==> config.mk <==
export PLATFORM = sky130hd
export DESIGN_NAME = vga_frame_reader_flat
export DESIGN_NICKNAME = d
export VERILOG_FILES = /design/src/rtl/vga_pkg.sv /design/src/rtl/vga_frame_reader_if.sv /design/src/rtl/vga_pipe_delay.sv /design/src/rtl/vga_frame_reader.sv /design/src/flat_wrapper.sv
export SDC_FILE = /design/constraint.sdc
export NUM_CORES = 1
export LEC_CHECK = 0
export ABC_AREA = 1
export BUFFER_PORTS_ARGS = -buffer_cell sky130_fd_sc_hd__buf_2
export CAP_MARGIN = 20
export CORE_UTILIZATION = 60
export CTS_CLUSTER_SIZE = 40
export DETAILED_ROUTE_END_ITERATION = 6
export GPL_ROUTABILITY_DRIVEN = 0
export PLACE_DENSITY = 0.84
export SLEW_MARGIN = 20
export SYNTH_ARGS = -nofsm -noshare
export SYNTH_HDL_FRONTEND = slang
export SYNTH_SLANG_ARGS = --single-unit
==> constraint.sdc <==
create_clock -name clk -period 7.3 [get_ports clk]
set_input_delay 1.095 -clock clk [delete_from_list [all_inputs] [get_ports clk]]
set_output_delay 1.095 -clock clk [all_outputs]
set_load 0.01 [all_outputs]
==> src/rtl/vga_pkg.sv <==
`default_nettype none
// +----------------------------------------------------------------------+
// | vga_pkg                                                              |
// | Shared types and default dimensions for the VGA frame reader.        |
// | Revision: 1.0                                                        |
// +----------------------------------------------------------------------+
package vga_pkg;

   typedef enum logic [1:0] {
      NATIVE    = 2'd0,
      UPSCALE2X = 2'd1,
      CENTER    = 2'd2,
      RSVD      = 2'd3
   } vga_mode_e;

   typedef struct packed {
      logic [3:0] r;
      logic [3:0] g;
      logic [3:0] b;
   } rgb444_t;

   localparam int DEF_IMG_W  = 320;
   localparam int DEF_IMG_H  = 240;
   localparam int DEF_SCR_W  = 640;
   localparam int DEF_SCR_H  = 480;
   localparam int DEF_ADDR_W = 17;

endpackage
`default_nettype wire

==> src/rtl/vga_frame_reader_if.sv <==
`default_nettype none
// +----------------------------------------------------------------------+
// | vga_frame_reader_if                                                  |
// | Frame-buffer BRAM read port: enable, address, RGB444 read data.      |
// | Revision: 1.0                                                        |
// +----------------------------------------------------------------------+
interface vga_frame_reader_if #(
   parameter int ADDR_W = 17
);
   logic              rEn;
   logic [ADDR_W-1:0] rAddr;
   logic [11:0]       rData;

   // Reader side: issues reads, consumes data
   modport master (output rEn, output rAddr, input rData);
   // Memory side: serves reads
   modport slave  (input rEn, input rAddr, output rData);
endinterface
`default_nettype wire

==> src/rtl/vga_pipe_delay.sv <==
`default_nettype none
// +----------------------------------------------------------------------+
// | vga_pipe_delay                                                       |
// | Fixed-depth register delay line, cleared to zero on reset.           |
// | Revision: 1.0                                                        |
// +----------------------------------------------------------------------+
module vga_pipe_delay #(
   parameter int DEPTH = 2,
   parameter int WIDTH = 2
) (
   input  logic             clk,
   input  logic             reset_n,
   input  logic [WIDTH-1:0] din,
   output logic [WIDTH-1:0] dout
);

   genvar g;
   generate
      for (g = 0; g < DEPTH; g++) begin : g_stage
         logic [WIDTH-1:0] q;
         if (g == 0) begin : g_first
            // First stage captures the input
            always_ff @(posedge clk or negedge reset_n) begin
               if (!reset_n) q <= '0;
               else          q <= din;
            end
         end else begin : g_next
            // Later stages shift the previous stage along
            always_ff @(posedge clk or negedge reset_n) begin
               if (!reset_n) q <= '0;
               else          q <= g_stage[g-1].q;
            end
         end
      end
   endgenerate

   assign dout = g_stage[DEPTH-1].q;

endmodule
`default_nettype wire

==> src/rtl/vga_frame_reader.sv <==
`default_nettype none
// +----------------------------------------------------------------------+
// | vga_frame_reader                                                     |
// | Raster-to-BRAM address generator (native / 2x / centred placement)   |
// | with BRAM latency compensation so colour and de stay aligned.        |
// | Revision: 1.0                                                        |
// +----------------------------------------------------------------------+
module vga_frame_reader
   import vga_pkg::*;
#(
   parameter int IMG_W  = DEF_IMG_W,
   parameter int IMG_H  = DEF_IMG_H,
   parameter int SCR_W  = DEF_SCR_W,
   parameter int SCR_H  = DEF_SCR_H,
   parameter int ADDR_W = DEF_ADDR_W,
   parameter int RD_LAT = 1
) (
   input  logic                 clk,
   input  logic                 reset_n,
   input  logic [9:0]           x_coor,
   input  logic [8:0]           y_coor,
   input  logic                 display_en,
   input  logic [1:0]           mode,
   input  logic [11:0]          border_rgb,
   vga_frame_reader_if.master   bram,
   output logic                 de,
   output logic [3:0]           vgaRed,
   output logic [3:0]           vgaGreen,
   output logic [3:0]           vgaBlue
);

   localparam logic [10:0]       X_OFF    = 11'((SCR_W - IMG_W) / 2);
   localparam logic [10:0]       Y_OFF    = 11'((SCR_H - IMG_H) / 2);
   localparam logic [ADDR_W-1:0] ROW_STEP = ADDR_W'(IMG_W);

   vga_mode_e         mode_q, mode_in, mode_cur;
   logic              frame_ok, frame_start, ok_cur, upscale;
   logic [10:0]       x_rel, y_rel, win_w, win_h;
   logic              in_win, issue;
   logic [ADDR_W-1:0] col_cnt, row_base, col_eff, base_eff, addr, col_nxt, row_nxt;
   logic              issue_d, de_d;
   rgb444_t           pix_q;

   // Window compare and counter-based address for the current raster pixel
   always_comb begin
      frame_start = (x_coor == 10'd0) && (y_coor == 9'd0);
      mode_in     = vga_mode_e'(mode);
      if (mode_in == RSVD) mode_in = NATIVE;
      // The frame-start pixel already uses the mode being latched
      mode_cur    = frame_start ? mode_in : mode_q;
      ok_cur      = frame_ok | frame_start;
      upscale     = (mode_cur == UPSCALE2X);
      x_rel       = {1'b0, x_coor};
      y_rel       = {2'b00, y_coor};
      win_w       = 11'(IMG_W);
      win_h       = 11'(IMG_H);
      if (upscale) begin
         win_w = 11'(2 * IMG_W);
         win_h = 11'(2 * IMG_H);
      end
      // Left/above the centred window wraps to a huge value and fails the compare
      if (mode_cur == CENTER) begin
         x_rel = x_rel - X_OFF;
         y_rel = y_rel - Y_OFF;
      end
      in_win   = display_en && (x_rel < win_w) && (y_rel < win_h);
      issue    = in_win && ok_cur;
      col_eff  = (x_rel == 11'd0) ? '0 : col_cnt;
      base_eff = frame_start ? '0 : row_base;
      addr     = base_eff + col_eff;
      col_nxt  = col_cnt;
      row_nxt  = base_eff;
      if (in_win) begin
         col_nxt = (!upscale || x_rel[0]) ? col_eff + 1'b1 : col_eff;
         if ((x_rel == win_w - 11'd1) && (!upscale || y_rel[0])) begin
            row_nxt = base_eff + ROW_STEP;
         end
      end
   end

   // Frame state, address counters and the registered BRAM request
   always_ff @(posedge clk or negedge reset_n) begin
      if (!reset_n) begin
         mode_q     <= NATIVE;
         frame_ok   <= 1'b0;
         col_cnt    <= '0;
         row_base   <= '0;
         bram.rEn   <= 1'b0;
         bram.rAddr <= '0;
      end else begin
         if (frame_start) begin
            mode_q   <= mode_in;
            frame_ok <= 1'b1;
         end
         col_cnt    <= col_nxt;
         row_base   <= row_nxt;
         bram.rEn   <= issue;
         bram.rAddr <= issue ? addr : '0;
      end
   end

   // Read-issued and visible flags ride alongside the BRAM latency
   vga_pipe_delay #(
      .DEPTH (RD_LAT + 1),
      .WIDTH (2)
   ) u_flag_pipe (
      .clk     (clk),
      .reset_n (reset_n),
      .din     ({issue, display_en}),
      .dout    ({issue_d, de_d})
   );

   // Output register: image data, border colour or black during blanking
   always_ff @(posedge clk or negedge reset_n) begin
      if (!reset_n) begin
         de    <= 1'b0;
         pix_q <= '0;
      end else begin
         de <= de_d;
         if (!de_d)        pix_q <= '0;
         else if (issue_d) pix_q <= rgb444_t'(bram.rData);
         else              pix_q <= rgb444_t'(border_rgb);
      end
   end

   assign vgaRed   = pix_q.r;
   assign vgaGreen = pix_q.g;
   assign vgaBlue  = pix_q.b;

endmodule
`default_nettype wire

==> src/flat_wrapper.sv <==
// flat-port wrapper written by rule: the top's interface ports become plain ports
module vga_frame_reader_flat import vga_pkg::*;
#(
   parameter int IMG_W  = DEF_IMG_W,
   parameter int IMG_H  = DEF_IMG_H,
   parameter int SCR_W  = DEF_SCR_W,
   parameter int SCR_H  = DEF_SCR_H,
   parameter int ADDR_W = DEF_ADDR_W,
   parameter int RD_LAT = 1
)
  (clk, reset_n, x_coor, y_coor, display_en, mode, border_rgb, de, vgaRed, vgaGreen, vgaBlue, bram_rEn, bram_rAddr, bram_rData);
  vga_frame_reader_if #(.ADDR_W(ADDR_W)) bram_i ();
  input  logic clk;
  input  logic reset_n;
  input  logic [9:0] x_coor;
  input  logic [8:0] y_coor;
  input  logic display_en;
  input  logic [1:0] mode;
  input  logic [11:0] border_rgb;
  output logic de;
  output logic [3:0] vgaRed;
  output logic [3:0] vgaGreen;
  output logic [3:0] vgaBlue;
  output wire logic [$bits(bram_i.rEn)-1:0] bram_rEn;
  output wire logic [$bits(bram_i.rAddr)-1:0] bram_rAddr;
  input wire logic [$bits(bram_i.rData)-1:0] bram_rData;
  assign bram_rEn = bram_i.rEn;
  assign bram_rAddr = bram_i.rAddr;
  assign bram_i.rData = bram_rData;
  vga_frame_reader #(.IMG_W(IMG_W), .IMG_H(IMG_H), .SCR_W(SCR_W), .SCR_H(SCR_H), .ADDR_W(ADDR_W), .RD_LAT(RD_LAT)) u_core (.clk(clk), .reset_n(reset_n), .x_coor(x_coor), .y_coor(y_coor), .display_en(display_en), .mode(mode), .border_rgb(border_rgb), .bram(bram_i), .de(de), .vgaRed(vgaRed), .vgaGreen(vgaGreen), .vgaBlue(vgaBlue));
endmodule
# Yosys cells after proc, flatten, opt, wreduce, memory -nomap -nowiden
# Cells that the tools add are included.
# word_totals
in_bits	48
register_bits	72
word_cells	50
output_inout_bits	31
# op_classes
eq_ne	4
magnitude_cmp	2
n_reduce_logical	11
addsub	6
n_bitwise	1
mux	14
# ops
operator	n
17-bit 2-to-1 mux	6
12-bit 2-to-1 mux	2
11-bit 2-to-1 mux	2
17-bit by 1-bit adder with 17-bit output (second input constant)	1
17-bit adder	1
17-bit by 9-bit adder with 17-bit output (second input constant)	1
11-bit equality test	1
11-bit logical NOT	1
11-bit by 10-bit less-than comparator with 1-bit output	1
11-bit by 9-bit less-than comparator with 1-bit output	1
10-bit by 1-bit subtractor with 11-bit output (second input constant)	1
10-bit by 8-bit subtractor with 11-bit output (second input constant)	1
10-bit logical NOT	1
10-bit 2-to-1 mux	1
9-bit by 7-bit subtractor with 10-bit output (second input constant)	1
9-bit logical NOT	1
9-bit 2-to-1 mux	1
1-bit logical AND	5
2-bit equality test (second input constant)	2
2-bit 2-to-1 mux	2
2-bit by 1-bit equality test with 1-bit output (second input constant)	1
1-bit logical OR	2
1-bit logical NOT	1
1-bit bitwise OR	1

# Longest topological paths before layout
# depth
ltp_word	10
depth_mapped	29

# Hierarchy
# Synthesis repeated with hierarchy kept, for this count alone.
# unflattened
cells_unflattened	580
area_unflattened_um2	4559.4
# by_module_without_submodules
module	seq_area_each_um2	n_inst	cells_each	area_per_inst_um2
vga_frame_reader	1701.6	1	576	4459.3
vga_pipe_delay	100.1	1	4	100.1

# Least setup slack after synthesis
# Ideal clock, no wire load.
# synth_path
path_kind	input-to-reg
from	input x_coor[4]
to	register u_core.bram.rAddr[15]
slack_ns	3.308
arrival_ns	3.873
stages	22
path_cell_list	or2_1 > nor2_4 > nand4_1 > nand2_2 > nand2_4 > buf_6 > nand2_1 > nand2_1 > nor2_1 > nand3_4 > buf_6 > buf_6 > nand2_1 > inv_1 > ha_1 > inv_1 > nor3_1 > inv_1 > nor4_1 > nand2_1 > a21oi_1 > nor2_1
# synth_via
elab_chain_len	10
word_cells_on_any_way	21
classes_between	add/sub: 2; order compare: 2; eq/ne: 2; mux: 8; bitwise: 1; reduce/logical: 6
# synth_lines
element	line_no	rtl
start, declared	flat_wrapper.sv:15	input logic [9:0] x_coor;
10-bit logical NOT (*)	vga_frame_reader.sv:46	frame_start = (x_coor == 10'd0) && (y_coor == 9'd0);
1-bit logical AND (*)	vga_frame_reader.sv:46	
2-bit 2-to-1 mux (*)	vga_frame_reader.sv:50	mode_cur = frame_start ? mode_in : mode_q;
via u_core.mode_cur[1]	vga_frame_reader.sv:36	vga_mode_e mode_q, mode_in, mode_cur;
parallel branches: the longest is 6 deep, another holds 17-bit adder	n/a	
17-bit 2-to-1 mux (*)	vga_frame_reader.sv:98	bram.rAddr <= issue ? addr : '0;
end signal, assigned	vga_frame_reader.sv:98	
end, declared	vga_frame_reader_if.sv:15	modport master (output rEn, output rAddr, input rData);
# Mark *: on every way through the listed nets, which the timed path passes.
# A chain may end at the register's enable or synchronous reset.

# Worst setup path after layout
# layout_path
from	input x_coor[7]
to	register u_core.bram.rAddr[15]
# The elaborated chain is that of the path after synthesis.

==> flow_summary_export.csv <==
group,metric,value,unit
status,status,"finished clean",
floorplan,die-width,90.4,µm
clock_tree,post_cts.resized_instances,0,
logic_synthesis,synth_ff_type,"sky130_fd_sc_hd__dfrtp_1",
drt,routed_wirelength,10600,µm
global_route,use_met2,47.9,%
worst_hold_path,worst_min_delay_path_class,"reg -> reg",
floorplan,core_area,7410,µm²
global_route,grt.busiest_layer,"met2",
global_route,grtUsageTotal,27.9,%
drt,drt_first_iter_violations,246,
sta,rsz0062_at_grt,"no",
sta,final_cycle_share,60.7,%
sta,worst_slew_margin_rel,42.4,%
logic_synthesis,cell_count_after_synthesis,629,
drt,drtAntennaViolNets,0,
worst_setup_path,timing_worst_setup_path_type,"in -> reg",
sta,final.setup.tns,0,ns
sta,setup-violations-final,0,
clock_tree,clk_root_buffer_cell,"sky130_fd_sc_hd__clkbuf_8",
clock_tree,numClockSinks,71,
drt,remaining_drc_errors,0,
floorplan,die_height,90.4,µm
power_and_ir_drop,p_leak,3.08,nW
sta,fin_crit,4.43,ns
placement,numPortBuffers,78,
logic_synthesis,synth-seq-area-share,37.9,%
global_route,number_of_global_route_vias_before_repair,4274,
worst_setup_path,timing.critical_path.cells,"buf_2 -> nor2_1 -> nand2_1 -> nor2_1 -> nand3_2 -> nand2_1 -> nand2_2 -> nand3_1 -> nand2_1 -> nor2_2 -> nand3_4 -> nand2_1 -> inv_1 -> ha_1 -> inv_1 -> nor3_1 -> inv_1 -> nor4_1 -> nand2_1 -> a21oi_1 -> nor2_1",
drt,detailedRoute.firstPassIterationCount,5,
worst_setup_path,setup.worst_path.start_class,"input pin",
floorplan,top_level_ports,79,
clock_tree,post_cts.repair.setup_buffers,0,
cells_and_area,area_growth_syn_to_layout,14.2,%
logic_synthesis,synthArstFlopShare,100,%
drt,drt-wirelength-per-cell,13.0,µm
cells_and_area,proportion_of_layout_cells_with_a_drive_suffix_above_1,20.0,%
clock_tree,clock_path_buffers,2,
clock_tree,cts_tree,"done",
sta,holdWs,0.353,ns
cells_and_area,num-fill-cells,585,
sta,slew_viol_final,0,
sta,hold_viol,0,
power_and_ir_drop,power-per-cell-area,172,nW/µm²
logic_synthesis,syn_avg_cell_area,7.46,µm²
logic_synthesis,syn_area,4690,µm²
logic_synthesis,yosys_warnings,0,
worst_setup_path,critPathSlowestCell,"sky130_fd_sc_hd__nand3_2",
clock_tree,worstSkewPairLatency,0.36,ns
worst_setup_path,crit_path_frequent_cell,"sky130_fd_sc_hd__nand2_1",
floorplan,core.rowCount,31,
power_and_ir_drop,report.power.total,0.919,mW
worst_setup_path,critical-path-top-delay-family,"simple AND/OR/NAND/NOR gates",
clock_tree,ctsHoldBuffers,0,
logic_synthesis,ys_ff_latch,71,
sta,timing_worst_slew_pin_value,0.863,ns
global_route,grt_antenna_before_repair,0,
logic_synthesis,synth_nets,700,
worst_setup_path,data_required_time_of_the_critical_path,7.55,ns
clock_tree,numCtsBuffers,9,
run,timing.max_cap.violations,0,
global_route,globalRouteMet1Util,32.8,%
floorplan,floorplan.die_area,8180,µm²
logic_synthesis,ys_types,43,
drt,vias,4377,
worst_setup_path,critical-path-max-stage-delay,0.43,ns
sta,clock_skew,0.00838,ns
clock_tree,htreeDepth,3,
worst_setup_path,worst-path-buf-inv,4,
worst_setup_path,crit_arrival,4.69,ns
global_route,congestion_overflow_gr,0,
cells_and_area,fin_nets,780,
power_and_ir_drop,vdd_ir_drop_max,120,µV
cells_and_area,antenna_cells,0,
placement,place.detailed.hpwl,7840,µm
worst_setup_path,worst_setup_path_end_kind,"flip-flop",
global_route,grt.met3_usage,6.31,%
sta,max_freq,226,MHz
global_route,pin_count_of_the_biggest_net_entering_global_routing,72,
worst_setup_path,crit_fanout,23,
logic_synthesis,synth_enable_flop_cells,0,
floorplan,start_util,63.3,%
clock_tree,worst_setup_hold_path_clk_slew,0.08,ns
drt,post_drt_via_cell_ratio,5.38,
global_route,grt_pass1_wl,18300,µm
[layout by cell type (no fill, tap or decap), types with 10 or more instances in the layout]
cell                      synthesis  layout
sky130_fd_sc_hd__nand2_1        153     153
sky130_fd_sc_hd__inv_1           87      87
sky130_fd_sc_hd__nor2_1          81      81
sky130_fd_sc_hd__buf_2            2      78
sky130_fd_sc_hd__dfrtp_1         71      71
sky130_fd_sc_hd__nand3_1         38      38
sky130_fd_sc_hd__a21oi_1         25      25
sky130_fd_sc_hd__ha_1            23      23
sky130_fd_sc_hd__o21ai_0         21      21
sky130_fd_sc_hd__xor2_1          20      20
sky130_fd_sc_hd__nand4_1         12      12
sky130_fd_sc_hd__inv_2           10      10
[flip-flops by register name, indices dropped and copies added (netlist names), 2 cells and up]
register	count
u_core.row_base	17
u_core.col_cnt	17
u_core.mode_q	2
u_core.u_flag_pipe.dout	2
u_core.vgaBlue	4
u_core.vgaRed	4
u_core.vgaGreen	4
u_core.bram.rAddr	17
[cells by family (layout without fill, tap and decap cells)]
| kind of cell | Yosys count | count (layout) | share of synthesized area, % |
|---|---|---|---|
| compound gates | 59 | 59 | 6.88 |
| xor+xnor | 28 | 28 | 5.23 |
| fa+ha+maj | 23 | 23 | 6.14 |
| buf+inv | 107 | 192 | 9.42 |
| flops | 71 | 71 | 37.9 |
| mux | 1 | 1 | 0.240 |
| simple gates | 340 | 340 | 34.2 |
[metrics by stage]
stage	setup slack [ns]	std cells	utilization [%]	instance area, µm²
after floorplan	3.31	629	-	4690
after global placement	2.65	797	69.3	5130
after detailed placement	2.54	797	69.3	5130
after CTS	2.91	813	72.3	5360
after global routing	2.46	813	72.3	5360
final	2.87	813	72.3	5360
[report_power, final]
| part | total [mW] | switching (mW) | leakage (nW) | internal [mW] |
|---|---|---|---|---|
| sequential | 0.430 | 0.0175 | 0.946 | 0.412 |
| combinational | 0.135 | 0.0854 | 2.03 | 0.0498 |
| clock | 0.353 | 0.161 | 0.105 | 0.193 |
| total | 0.919 | 0.264 | 3.08 | 0.655 |
[layer usage]
layer,routed length [µm],vias to the layer above
met4,276,0
met2,5220,169
li1,-,2151
met1,4390,2030
met3,676,27
met5,0,-
[worst reg2reg max path, delay by kind of cell, from the launching register on]
kind                     cells  cell delay [ns]
buffers and inverters        4             0.33
adder cells (fa/ha/maj)      1             0.33
AO/OA/AOI/OAI                1             0.13
AND/OR/NAND/NOR             12             1.88
flip-flops                   1             0.37
[Yosys cell counts, types with 2 or more instances]
cell | instances | area (µm²)
sky130_fd_sc_hd__nand2_1 | 153 | 574
sky130_fd_sc_hd__inv_1 | 87 | 327
sky130_fd_sc_hd__nor2_1 | 81 | 304
sky130_fd_sc_hd__dfrtp_1 | 71 | 1780
sky130_fd_sc_hd__nand3_1 | 38 | 190
sky130_fd_sc_hd__a21oi_1 | 25 | 125
sky130_fd_sc_hd__ha_1 | 23 | 288
sky130_fd_sc_hd__o21ai_0 | 21 | 105
sky130_fd_sc_hd__xor2_1 | 20 | 175
sky130_fd_sc_hd__nand4_1 | 12 | 75.1
sky130_fd_sc_hd__inv_2 | 10 | 37.5
sky130_fd_sc_hd__nand2_2 | 9 | 56.3
sky130_fd_sc_hd__nor2_2 | 9 | 56.3
sky130_fd_sc_hd__nor3_1 | 8 | 40.0
sky130_fd_sc_hd__xnor2_1 | 8 | 70.1
sky130_fd_sc_hd__buf_6 | 5 | 56.3
sky130_fd_sc_hd__nand2_4 | 5 | 56.3
sky130_fd_sc_hd__nand3b_1 | 4 | 30.0
sky130_fd_sc_hd__o21ai_1 | 4 | 20.0
sky130_fd_sc_hd__a21o_1 | 3 | 22.5
sky130_fd_sc_hd__clkbuf_1 | 3 | 11.3
sky130_fd_sc_hd__nand3_2 | 3 | 30.0
sky130_fd_sc_hd__buf_2 | 2 | 10.0
sky130_fd_sc_hd__nand4_2 | 2 | 25.0
sky130_fd_sc_hd__nor3_2 | 2 | 20.0
sky130_fd_sc_hd__nor3b_1 | 2 | 15.0
sky130_fd_sc_hd__nor4_1 | 2 | 12.5
sky130_fd_sc_hd__or2_1 | 2 | 12.5
[cell type report]
| cell class | count | area, µm² | share of cell area [%] |
|---|---|---|---|
| inverter | 97 | 364 | 6.80 |
| multi-input combinational | 451 | 2470 | 46.2 |
| clock buffer | 9 | 124 | 2.31 |
| timing repair buffer | 79 | 398 | 7.43 |
| tap | 99 | 124 | 2.31 |
| clock inverter | 7 | 97.6 | 1.82 |
| sequential | 71 | 1780 | 33.2 |
[path summary, 6_finish.rpt]
kind | start | end | slack (ns) | cells past startpoint
setup / recovery | x_coor[7] | u_core.bram.rAddr[15]$_DFF_PN0_ | 2.87 | 21
hold / removal | u_core.u_flag_pipe.g_stage[0].q[0]$_DFF_PN0_ | u_core.u_flag_pipe.dout[0]$_DFF_PN0_ | 0.35 | 0
setup reg to reg | u_core.mode_q[0]$_DFF_PN0_ | u_core.bram.rAddr[15]$_DFF_PN0_ | 4.17 | 18
hold reg to reg | u_core.u_flag_pipe.g_stage[0].q[0]$_DFF_PN0_ | u_core.u_flag_pipe.dout[0]$_DFF_PN0_ | 0.35 | 0
max in group asynchronous | reset_n | u_core.row_base[12]$_DFF_PN0_ | 5.81 | 2
min in group asynchronous | reset_n | u_core.row_base[2]$_DFF_PN0_ | 0.94 | 2
Power figures use the tool's default switching activity.
